### src/rtl/lsu_mem_ctrl.sv
// lsu_mem_ctrl: single-outstanding load/store unit bridging a request/response port to a byte-lane RAM.
// Define LSU_MISALIGN_TRAP_EN to reject misaligned half/word accesses instead of forcing the offset down.
module lsu_mem_ctrl (
    input  logic        clk,
    input  logic        rst,
    input  logic        req_valid,
    output logic        req_ready,
    input  logic        req_we,
    input  logic [2:0]  req_mode,
    input  logic        req_unsigned,
    input  logic [31:0] req_addr,
    input  logic [31:0] req_wdata,
    output logic        rsp_valid,
    input  logic        rsp_ready,
    output logic [31:0] rsp_rdata,
    output logic        rsp_err,
    output logic        ram_en,
    output logic        ram_we,
    output logic [2:0]  ram_mode,
    output logic [1:0]  ram_cs,
    output logic [29:0] ram_addr,
    output logic [31:0] ram_wdata,
    input  logic [31:0] ram_rdata
);
    typedef enum logic [1:0] {IDLE, ACCESS, RESP} state_t;
    state_t state, state_nx;
    logic        we_r, uns_r, err_r;
    logic [2:0]  mode_r;
    logic [31:0] addr_r, wdata_r;
    logic        illegal;
    logic [1:0]  cs;
    logic [31:0] wdata_al, rdata_ext;
    logic [15:0] lane_h;
    logic [7:0]  lane_b;

`ifdef LSU_MISALIGN_TRAP_EN
    logic misalign;
    assign misalign = (req_mode[1] && req_addr[0]) || (req_mode[2] && req_addr[1:0] != 2'b00);
    assign illegal  = !(req_mode inside {3'b001, 3'b010, 3'b100}) || misalign;
`else
    assign illegal  = !(req_mode inside {3'b001, 3'b010, 3'b100});
`endif

    // Misaligned offsets are forced down; with the trap enabled they never reach here.
    assign cs        = mode_r[2] ? 2'b00 : mode_r[1] ? {addr_r[1], 1'b0} : addr_r[1:0];
    assign wdata_al  = mode_r[2] ? wdata_r : mode_r[1] ? {2{wdata_r[15:0]}} : {4{wdata_r[7:0]}};
    assign lane_b    = ram_rdata[{cs, 3'b000} +: 8];
    assign lane_h    = cs[1] ? ram_rdata[31:16] : ram_rdata[15:0];
    assign rdata_ext = mode_r[2] ? ram_rdata :
                       mode_r[1] ? {{16{lane_h[15] & ~uns_r}}, lane_h} :
                                   {{24{lane_b[7] & ~uns_r}}, lane_b};

    always_ff @(posedge clk or posedge rst) begin
        if (rst) state <= IDLE;
        else     state <= state_nx;
    end

    always_comb begin
        state_nx = state;
        case (state)
            IDLE:    state_nx = req_valid ? (illegal ? RESP : ACCESS) : IDLE;
            ACCESS:  state_nx = RESP;
            RESP:    state_nx = (rsp_valid && rsp_ready) ? IDLE : RESP;
            default: state_nx = IDLE;
        endcase
    end

    always_comb begin
        req_ready = state == IDLE;
        ram_en    = state == ACCESS;
        ram_we    = ram_en && we_r;
        ram_mode  = ram_en ? mode_r : 3'b000;
        ram_cs    = ram_en ? cs : 2'b00;
        ram_addr  = ram_en ? addr_r[31:2] : 30'd0;
        ram_wdata = ram_en ? wdata_al : 32'd0;
    end

    // Read data arrives the cycle after ram_en, so the response registers one cycle into RESP.
    always_ff @(posedge clk or posedge rst) begin
        if (rst) begin
            we_r      <= 1'b0;
            uns_r     <= 1'b0;
            err_r     <= 1'b0;
            mode_r    <= 3'b000;
            addr_r    <= 32'd0;
            wdata_r   <= 32'd0;
            rsp_valid <= 1'b0;
            rsp_err   <= 1'b0;
            rsp_rdata <= 32'd0;
        end else begin
            if (req_valid && state == IDLE) begin
                we_r    <= req_we;
                uns_r   <= req_unsigned;
                err_r   <= illegal;
                mode_r  <= req_mode;
                addr_r  <= req_addr;
                wdata_r <= req_wdata;
            end
            if (state == RESP && !rsp_valid) begin
                rsp_valid <= 1'b1;
                rsp_err   <= err_r;
                rsp_rdata <= (we_r || err_r) ? 32'd0 : rdata_ext;
            end else if (rsp_valid && rsp_ready) begin
                rsp_valid <= 1'b0;
                rsp_err   <= 1'b0;
                rsp_rdata <= 32'd0;
            end
        end
    end
endmodule

### config.mk
export PLATFORM = sky130hd
export DESIGN_NAME = lsu_mem_ctrl
export DESIGN_NICKNAME = d
export VERILOG_FILES = /design/src/rtl/lsu_mem_ctrl.sv
export SDC_FILE = /design/constraint.sdc
export NUM_CORES = 1
export LEC_CHECK = 0
export BUFFER_PORTS_ARGS = -buffer_cell sky130_fd_sc_hd__buf_4
export CORE_MARGIN = 2
export CORE_UTILIZATION = 44
export CTS_CLUSTER_SIZE = 8
export DETAILED_ROUTE_END_ITERATION = 12
export PLACE_DENSITY = 0.86
export SYNTH_ARGS = -nofsm -noshare
export SYNTH_HDL_FRONTEND = slang
export SYNTH_SLANG_ARGS = --single-unit
### constraint.sdc
create_clock -name clk -period 3.65 [get_ports clk]
set_input_delay 0.73 -clock clk [delete_from_list [all_inputs] [get_ports clk]]
set_output_delay 0.73 -clock clk [all_outputs]
set_load 0.01 [all_outputs]
# Word-level counts from Yosys, hierarchy flattened
# Cells that the tools add are included.
word_totals:
  ff_bits: 106
  out_inout_bits: 104
op_classes:
  n_eq_ne: 5
  shifts: 1
  muxes: 21
  bitwise: 3
  n_reduce_logical: 10
ops:
  columns: ["operator", "n"]
  rows:
  - ["two-way mux 32 bit", 8]
  - ["variable part select 32 x 6 -> 8 bit", 1]
  - ["two-way mux 30 bit", 1]
  - ["two-way mux 16 bit", 1]
  - ["two-way mux 2 bit", 5]
  - ["case mux 2 bit (3 select lines)", 1]
  - ["logical AND 1 bit", 4]
  - ["two-way mux 1 bit", 4]
  - ["equality test 3 x 1 -> 1 bit, second input constant", 1]
  - ["equality test 3 x 2 -> 1 bit, second input constant", 1]
  - ["equality test 3 bit, second input constant", 1]
  - ["two-way mux 3 bit", 1]
  - ["nonzero test 3 bit", 1]
  - ["AND 1 bit", 2]
  - ["equality test 2 x 1 -> 1 bit, second input constant", 1]
  - ["equality test 2 bit, second input constant", 1]
  - ["zero test 1 bit", 2]
  - ["zero test 2 bit", 1]
  - ["nonzero test 2 bit", 1]
  - ["logical OR 1 bit", 1]
  - ["NOT 1 bit", 1]

# Longest topological paths before layout
# Gate-level depths: netlist of the first run.
logic_depth:
  depth_word: 8
  depth_mapped: 7
  ltp_nobuf: 4

# Worst setup path before layout of the first run
# No wires, ideal clock.
synth_path:
  path_type: "reg2out"
  startpoint: "register mode_r[2]"
  endpoint: "output port ram_wdata[10]"
  arrival_time_ps: 1359
  required_time_ps: 2920
  path_slack_ps: 1561
  path_stages_with_launch: 7
  path_cell_list: "dfrtp_1 -> buf_4 -> clkbuf_1 -> or2_2 -> clkbuf_1 -> nand2_1 -> a21oi_1"
synth_via:
  elab_chain_len: 2
synth_rtl:
  columns: ["item", "line", "text"]
  rows:
  - ["start, declared", "28", "logic [2:0] mode_r;"]
  - ["start signal, assigned", "95", "mode_r <= req_mode;"]
  - ["two-way mux 32 bit", "46", "assign wdata_al = mode_r[2] ? wdata_r : mode_r[1] ? {2{wdata_r[15:0]}} : {4{wdata_r[7:0]}};"]
  - ["two-way mux 32 bit", "75", "ram_wdata = ram_en ? wdata_al : 32'd0;"]
  - ["end, declared", "22", "output logic [31:0] ram_wdata,"]
# Every way passes these cells.

# Worst setup path after layout of the first run
layout_path:
  startpoint: "register mode_r[1]"
  endpoint: "output port ram_wdata[10]"
layout_via:
  elab_chain_len: 3
layout_rtl:
  columns: ["item", "line"]
  rows:
  - ["two-way mux 32 bit (2 in a row)", "46"]
  - ["two-way mux 32 bit", "75"]
# Every way passes these cells.

==> results by group, run 1 <==
Worst setup path
  – Crit path launch type: flip-flop
  – Worst flop-to-flop path endpoint: rsp_rdata[17]
  – Critical path, cell by cell: nor2_1 -> nand2_1 -> a21oi_1 -> buf_4
  – Critical path type: flip-flop to primary output
  – CP peak stage delay: roughly 700 ps
  – Crit Path Max Fanout: 16
  – CP max stage cell: nor2_1
  – CP arrival: 2180 ps
  – Top delay family on crit path: simple AND/OR/NAND/NOR gates
  – Reg2reg start: mode_r[2]
  – Worst r2r path cells: 5
  – CP required: 2920 ps
  – Bufs and invs on worst path: 1
  – Critical path endpoint category: primary output
  – R2R Setup Slk: 1090 ps

STA
  – Final setup fails: 0
  – Normalized max-slew margin: 19.6%
  – RSZ-0062 raised after global routing: false
  – Final-report max-slew violation count: 0
  – Hold Fails Final Rpt: 0
  – Skew final: 9.00 ps
  – Fmax: 344 MHz
  – Tcrit/Tclk final: 79.7%
  – Worst-Margin Slew: 1210 ps
  – Final Critical Period: between 2000 and 3000 ps
  – Setup TNS: 0 ps

Global route
  – First-pass GRT wire length: 22.9 mm
  – Total gr overflow: 0
  – Initial antenna violation count: 0
  – Tot GR Track Use: 22.9%
  – Largest net degree at the start of global routing: between 70 and 80
  – Vias in the first global route: 4425

Clock tree
  – Number of setup buffers added after CTS: 0
  – Clk_lat worst skew: 350 ps
  – Clock root buffer: clkbuf_16
  – H-tree levels: 3
  – Gates resized, CTS repair: 0
  – Num Clock Sinks: 106
  – Clk buf depth: 2
  – CTS tree: done
  – Number of buffers created by CTS: 9
  – # hold bufs at CTS: 0
  – Clock-pin slew on the worst setup and hold paths: 70 ps

Floorplan
  – Die footprint: 12700 um^2
  – I/O pin cnt: 209
  – Core area: 11500 um^2
  – Die width: 113 um
  – Num rows: 39
  – Chip Height: around 110 um
  – Starting Density: 45.4%

Synthesis
  – Register area share after synthesis: 51.0%
  – Mapped Nets: 536
  – Syn_area_per_cell: 12.1 um^2
  – Netlist Area Pre-Place: around 5200 um^2
  – Unique masters post-synth: 36
  – Synth top area cells: dfrtp_1, mux2_2, and2_1, mux2i_1, mux4_2
  – Yosys top cell area share: 51.0%
  – Ys async rst share: 100%
  – EDFF count, synth: 0
  – Main synth FF type: dfrtp_1
  – Biggest area consumer among synthesized cells: dfrtp_1
  – Post-Syn Instances: 431
  – Synthesis warning total: 0
  – Yosys reg bits: 106

Route
  – Total wire length: 14.1 mm
  – TritonRoute pass-1 iters: 5
  – Wire per inst: 18.2 um
  – Via count: roughly 4.2k
  – Drt via density: 5.41
  – DR DRC count: 0
  – Routed Antenna Nets: 0
  – DRT iter0 DRCs: 337

Power
  – Internal power: 3.47 mW
  – Leak: 3.50 nW
  – Sequential share of power: 41.8%
  – Clock power share: 17.3%
  – Total power: 5.35 mW
  – Switch Pwr: 1.88 mW
  – PwrDens: 748 nW/um^2
  – Net Sw Frac: between 30% and 40%
  – Combinational power share: 40.9%
  – Max VDD drop: a little under 0.5 mV

Placement
  – Count of buffers from port buffering: 208
  – Placer Congestion: 0.830
  – HPWL after DPL: 10.1 mm

Layout
  – Fin nets: 732
  – Area Overhead vs Synth: 37.5%
  – Fraction of layout cells with a size suffix above 1: around 51%
  – Antenna Diode Count: 0

Outcome
  – Status: complete, no violations

Min path
  – Hold crit path type: input pin to async pin

Flow run
  – # Max-Cap Violations: 0
## cell usage in the layout, fill, tap and decap left out, types with 2 or more instances in the layout
| master | count |
|---|---|
| a221o_1 | 15 |
| mux4_2 | 7 |
| clkbuf_16 | 9 |
| mux2_2 | 71 |
| mux2i_1 | 25 |
| a221o_2 | 2 |
| dfrtp_1 | 106 |
| nand2b_1 | 5 |
| or3_1 | 7 |
| nand2_1 | 17 |
| inv_1 | 2 |
| buf_4 | 216 |
| nor2b_1 | 5 |
| clkinvlp_4 | 3 |
| and2_1 | 43 |
| or2_2 | 2 |
| o21ai_0 | 4 |
| nand3b_1 | 2 |
| nor2_1 | 37 |
| a21oi_1 | 17 |
| clkinv_4 | 2 |
| a22o_1 | 16 |
## kinds of logic (layout without fill, tap and decap cells)
logic type                count (synthesis)  count (layout)  share of synthesized area (%)
xor gates and xnor gates                  1               1                          0.168
DFF                                     106             106                           51.0
muxes                                   103             103                           23.2
and+or+nand+nor                         125             125                           12.7
buffers and inverters                    35             236                           3.32
AOI/OAI and AO/OA                        61              61                           9.57
## per-stage QoR
| step | worst slack (ps) | util, % | instance area, um^2 | hold slack, ps | instances |
|---|---|---|---|---|---|
| final | 739 | 62.4 | 7150 | 440 | 775 |
| after global placement | 1100 | 59.9 | 6870 | 482 | 759 |
| after floorplan | 131 | - | 5200 | 472 | 431 |
| after detailed placement | 1110 | 59.9 | 6870 | 487 | 759 |
| after CTS | 717 | 62.4 | 7150 | 461 | 775 |
| after global routing | 579 | 62.4 | 7150 | 478 | 775 |
## flip-flops by register name, indices dropped and copies added, names as in the netlist
| signal | flops |
|---|---|
| rsp_err | 1 |
| addr_r | 32 |
| mode_r | 3 |
| we_r | 1 |
| uns_r | 1 |
| wdata_r | 32 |
| err_r | 1 |
| state | 2 |
| rsp_rdata | 32 |
| rsp_valid | 1 |
## synthesized netlist by cell type (2+ instances only)
library cell,instances
dfrtp_1,106
mux2_2,71
and2_1,44
nor2_1,37
mux2i_1,25
a21oi_1,18
nand2_1,17
a22o_1,16
a221o_1,15
clkbuf_1,14
buf_2,12
mux4_2,7
or3_1,7
nand2b_1,5
nor2b_1,5
o21ai_0,4
buf_6,3
inv_1,3
a221o_2,2
buf_1,2
nand3b_1,2
or2_2,2
## power groups by stage
stage / clock [mW] / sequential [mW] / combinational (mW)
after global routing: 1.01 / 2.33 / 2.37
after global placement: 0 / 2.22 / 2.13
after floorplan: 0 / 2.13 / 1.51
after detailed placement: 0 / 2.26 / 2.19
final: 0.925 / 2.24 / 2.19
after CTS: 0.947 / 2.24 / 2.21
## metal layers
layer / global-route usage (%) / up-vias / part of all wire, %
met4: 6.42 / 0 / 1.2
met3: 7.45 / 18 / 8.8
li1: - / 1922 / -
met5: 0 / - / 0
met1: 29.7 / 2080 / 42
met2: 37.1 / 176 / 48
## worst max path at each step
stage               cells past startpoint  slack [ps]       endpoint       from
finish                                  4         740  ram_wdata[10]  mode_r[1]
global route                            4         580  ram_wdata[15]  mode_r[1]
CTS                                     4         720  ram_wdata[10]  mode_r[1]
detailed placement                      4        1110  ram_wdata[10]  mode_r[1]
global placement                        4        1100  ram_wdata[10]  mode_r[1]
floorplan                               1         130      addr_r[0]        rst
## layout make-up
| type | instances | area [um^2] |
|---|---|---|
| Sequential cell | 106 | 2650 |
| Multi-Input combinational cell | 290 | 2380 |
| Tap cell | 143 | 179 |
| Clock buffer | 11 | 243 |
| Clock inverter | 5 | 40.0 |
| Fill cell | 884 | 4310 |
| Inverter | 3 | 13.8 |
| Timing Repair Buffer | 217 | 1640 |
No activity file was read; power rests on OpenSTA's default activity.
==> run 2: changes to the inputs <==
==> constraint.sdc (replaced) <==
create_clock -name clk -period 2.4 [get_ports clk]
set_input_delay 0.48 -clock clk [delete_from_list [all_inputs] [get_ports clk]]
set_output_delay 0.48 -clock clk [all_outputs]
set_load 0.01 [all_outputs]
==> results by group, run 2 (synthesized netlist as in run 1, its figures left out) <==
STA
  – RSZ-0062 raised after global routing: false (unchanged)
  – Skew final: 7.39 ps (was 9.00 ps)
  – Hold_ws: 203 ps (was 440 ps)
  – Setup TNS: 0 ps (unchanged)
  – Final setup fails: 0 (unchanged)
  – Hold Fails Final Rpt: 0 (unchanged)
  – Final-report max-slew violation count: 0 (unchanged)
  – Tcrit/Tclk final: 92.7%
  – Worst-Margin Slew: 1010 ps (was 1210 ps)
  – Normalized max-slew margin: 32.8% (was 19.6%)
  – Final Critical Period: between 2000 and 2500 ps
  – Fmax: 450 MHz

Route
  – Routed Antenna Nets: 0 (unchanged)
  – Via count: 4252 (was 4196)
  – Total wire length: 14.0 mm (was 14.1 mm)
  – Drt via density: 5.41 (about the same)
  – Wire per inst: 17.8 um (was 18.2 um)
  – DR DRC count: 0 (unchanged)
  – DRT iter0 DRCs: 273 (was 337)
  – TritonRoute pass-1 iters: 4 (was 5)

Layout
  – Commonest non-fill, non-tap cells in the layout: buf_4, dfrtp_1, mux2_2, and2_1, nor2_1 (unchanged)
  – Most common cell after layout, fill and taps aside: buf_4 (unchanged)
  – Top flop regs: addr_r x32, rsp_rdata x32, wdata_r x32 (unchanged)
  – Fin nets: 743 (was 732)
  – Fillers: 860 (was 884)
  – Area Overhead vs Synth: 40.2% (was 37.5%)
  – Fraction of layout cells with a size suffix above 1: 51.9% (was 50.9%)
  – Antenna Diode Count: 0 (unchanged)

Clock tree
  – # hold bufs at CTS: 0 (unchanged)
  – Clk buf depth: 2 (unchanged)
  – Number of buffers created by CTS: 9 (unchanged)
  – Num Clock Sinks: 106 (unchanged)
  – Clock root buffer: clkbuf_16 (unchanged)
  – Clk_lat worst skew: 350 ps (about the same)
  – Number of setup buffers added after CTS: 0 (unchanged)
  – CTS tree: done (unchanged)
  – H-tree levels: 3 (unchanged)
  – Clock-pin slew on the worst setup and hold paths: 70 ps (about the same)

Floorplan
  – Die width: 113 um (unchanged)
  – Die footprint: 12700 um^2 (unchanged)
  – Chip Height: 113 um (unchanged)
  – Core area: 11500 um^2 (unchanged)
  – Starting Density: 45.4% (unchanged)
  – Num rows: 39 (unchanged)
  – I/O pin cnt: 209 (unchanged)

Worst setup path
  – Crit path to: ram_wdata[11] (was ram_wdata[10])
  – Reg2reg start: state[1] (was mode_r[2])
  – Worst r2r path cells: 4 (was 5)
  – CP required: 1920 ps (was 2920 ps)
  – Crit Path Max Fanout: 14 (was 16)
  – Critical path type: flip-flop to primary output (unchanged)
  – Critical Path Start: mode_r[1] (unchanged)
  – R2R Setup Slk: 480 ps (was 1090 ps)
  – CP arrival: 1740 ps (was 2180 ps)
  – Crit path launch type: flip-flop (unchanged)
  – Worst flop-to-flop path endpoint: rsp_rdata[2] (was rsp_rdata[17])
  – Critical path endpoint category: primary output (unchanged)

Placement
  – Placer Congestion: 0.847 (was 0.830)
  – HPWL after DPL: 10.5 mm (was 10.1 mm)
  – Count of buffers from port buffering: 208 (unchanged)

Min path
  – Hold crit path type: input pin to async pin (unchanged)

Global route
  – Tot GR Track Use: 22.4% (was 22.9%)
  – First-pass GRT wire length: 22.9 mm (about the same)
  – Initial antenna violation count: 0 (unchanged)
  – Total gr overflow: 0 (unchanged)
  – Largest net degree at the start of global routing: 71 (was 72)
  – Vias in the first global route: 4527 (was 4425)

Outcome
  – Status: complete, no violations (unchanged)

Flow run
  – # Max-Cap Violations: 0 (unchanged)

Power
  – PwrDens: 1150 nW/um^2 (was 748 nW/um^2)
  – Max VDD drop: 0.732 mV (was 0.488 mV)
  – Leak: 3.58 nW (was 3.50 nW)
run 2: timing repair:
item,CTS,global route
endpoints found under the hold margin,0,0
gates resized for setup,0,1
endpoints found under the setup margin,0,1
run 2: metal layers:
layer | global-route usage, % | wire [um] | vias up
li1 | - | - | 1947
met1 | 27.9 | 5510 | 2105
met2 | 37.4 | 6870 | 187
met3 | 6.91 | 1400 | 13
met4 | 7.15 | 189 | 0
met5 | 0 | 0 | -
run 2: cell type report:
cell class | instances | area [um^2] | area share, %
clock buffer | 11 | 243 | 3.33
clock inverter | 5 | 60.1 | 0.823
inverter | 3 | 15.0 | 0.206
multi-input combinational | 290 | 2380 | 32.7
sequential | 106 | 2650 | 36.4
tap | 143 | 179 | 2.45
timing repair buffer | 228 | 1760 | 24.1
run 2: worst min-delay path by stage:
| stage | endpoint | slack, ps | cells past startpoint |
|---|---|---|---|
| 2_1_floorplan | addr_r[10] | 470 | 1 |
| 3_3_place_gp | addr_r[7] | 480 | 1 |
| 3_5_place_dp | mode_r[0] | 490 | 1 |
| 4_1_cts | we_r | 200 | 3 |
| 5_1_grt | we_r | 220 | 3 |
| 6_report | addr_r[31] | 200 | 3 |
run 2: power by group:
group / internal (mW) / total [mW] / switching (mW)
sequential: 2.67 / 3.31 / 0.636
combinational: 1.97 / 3.55 / 1.57
clock: 0.844 / 1.51 / 0.665
run 2: per-stage QoR:
| stage | worst slack [ps] | utilization [%] | power, mW | cells | area (um^2) |
|---|---|---|---|---|---|
| 2_1_floorplan | 561 | - | 5.53 | 431 | 5210 |
| 3_3_place_gp | 474 | 61.0 | 6.72 | 770 | 6990 |
| 3_5_place_dp | 397 | 61.0 | 6.89 | 770 | 6990 |
| 4_1_cts | 112 | 63.6 | 8.41 | 786 | 7290 |
| 5_1_grt | 113 | 63.6 | 8.89 | 786 | 7300 |
| 6_report | 176 | 63.6 | 8.36 | 786 | 7300 |
run 2: worst max-delay path: stages (launching register included):
cell	delay (ps)
dfrtp_1	400
buf_4	220
nor2_1	200
buf_4	210
nand2_1	60
a21oi_1	170
buf_4	150
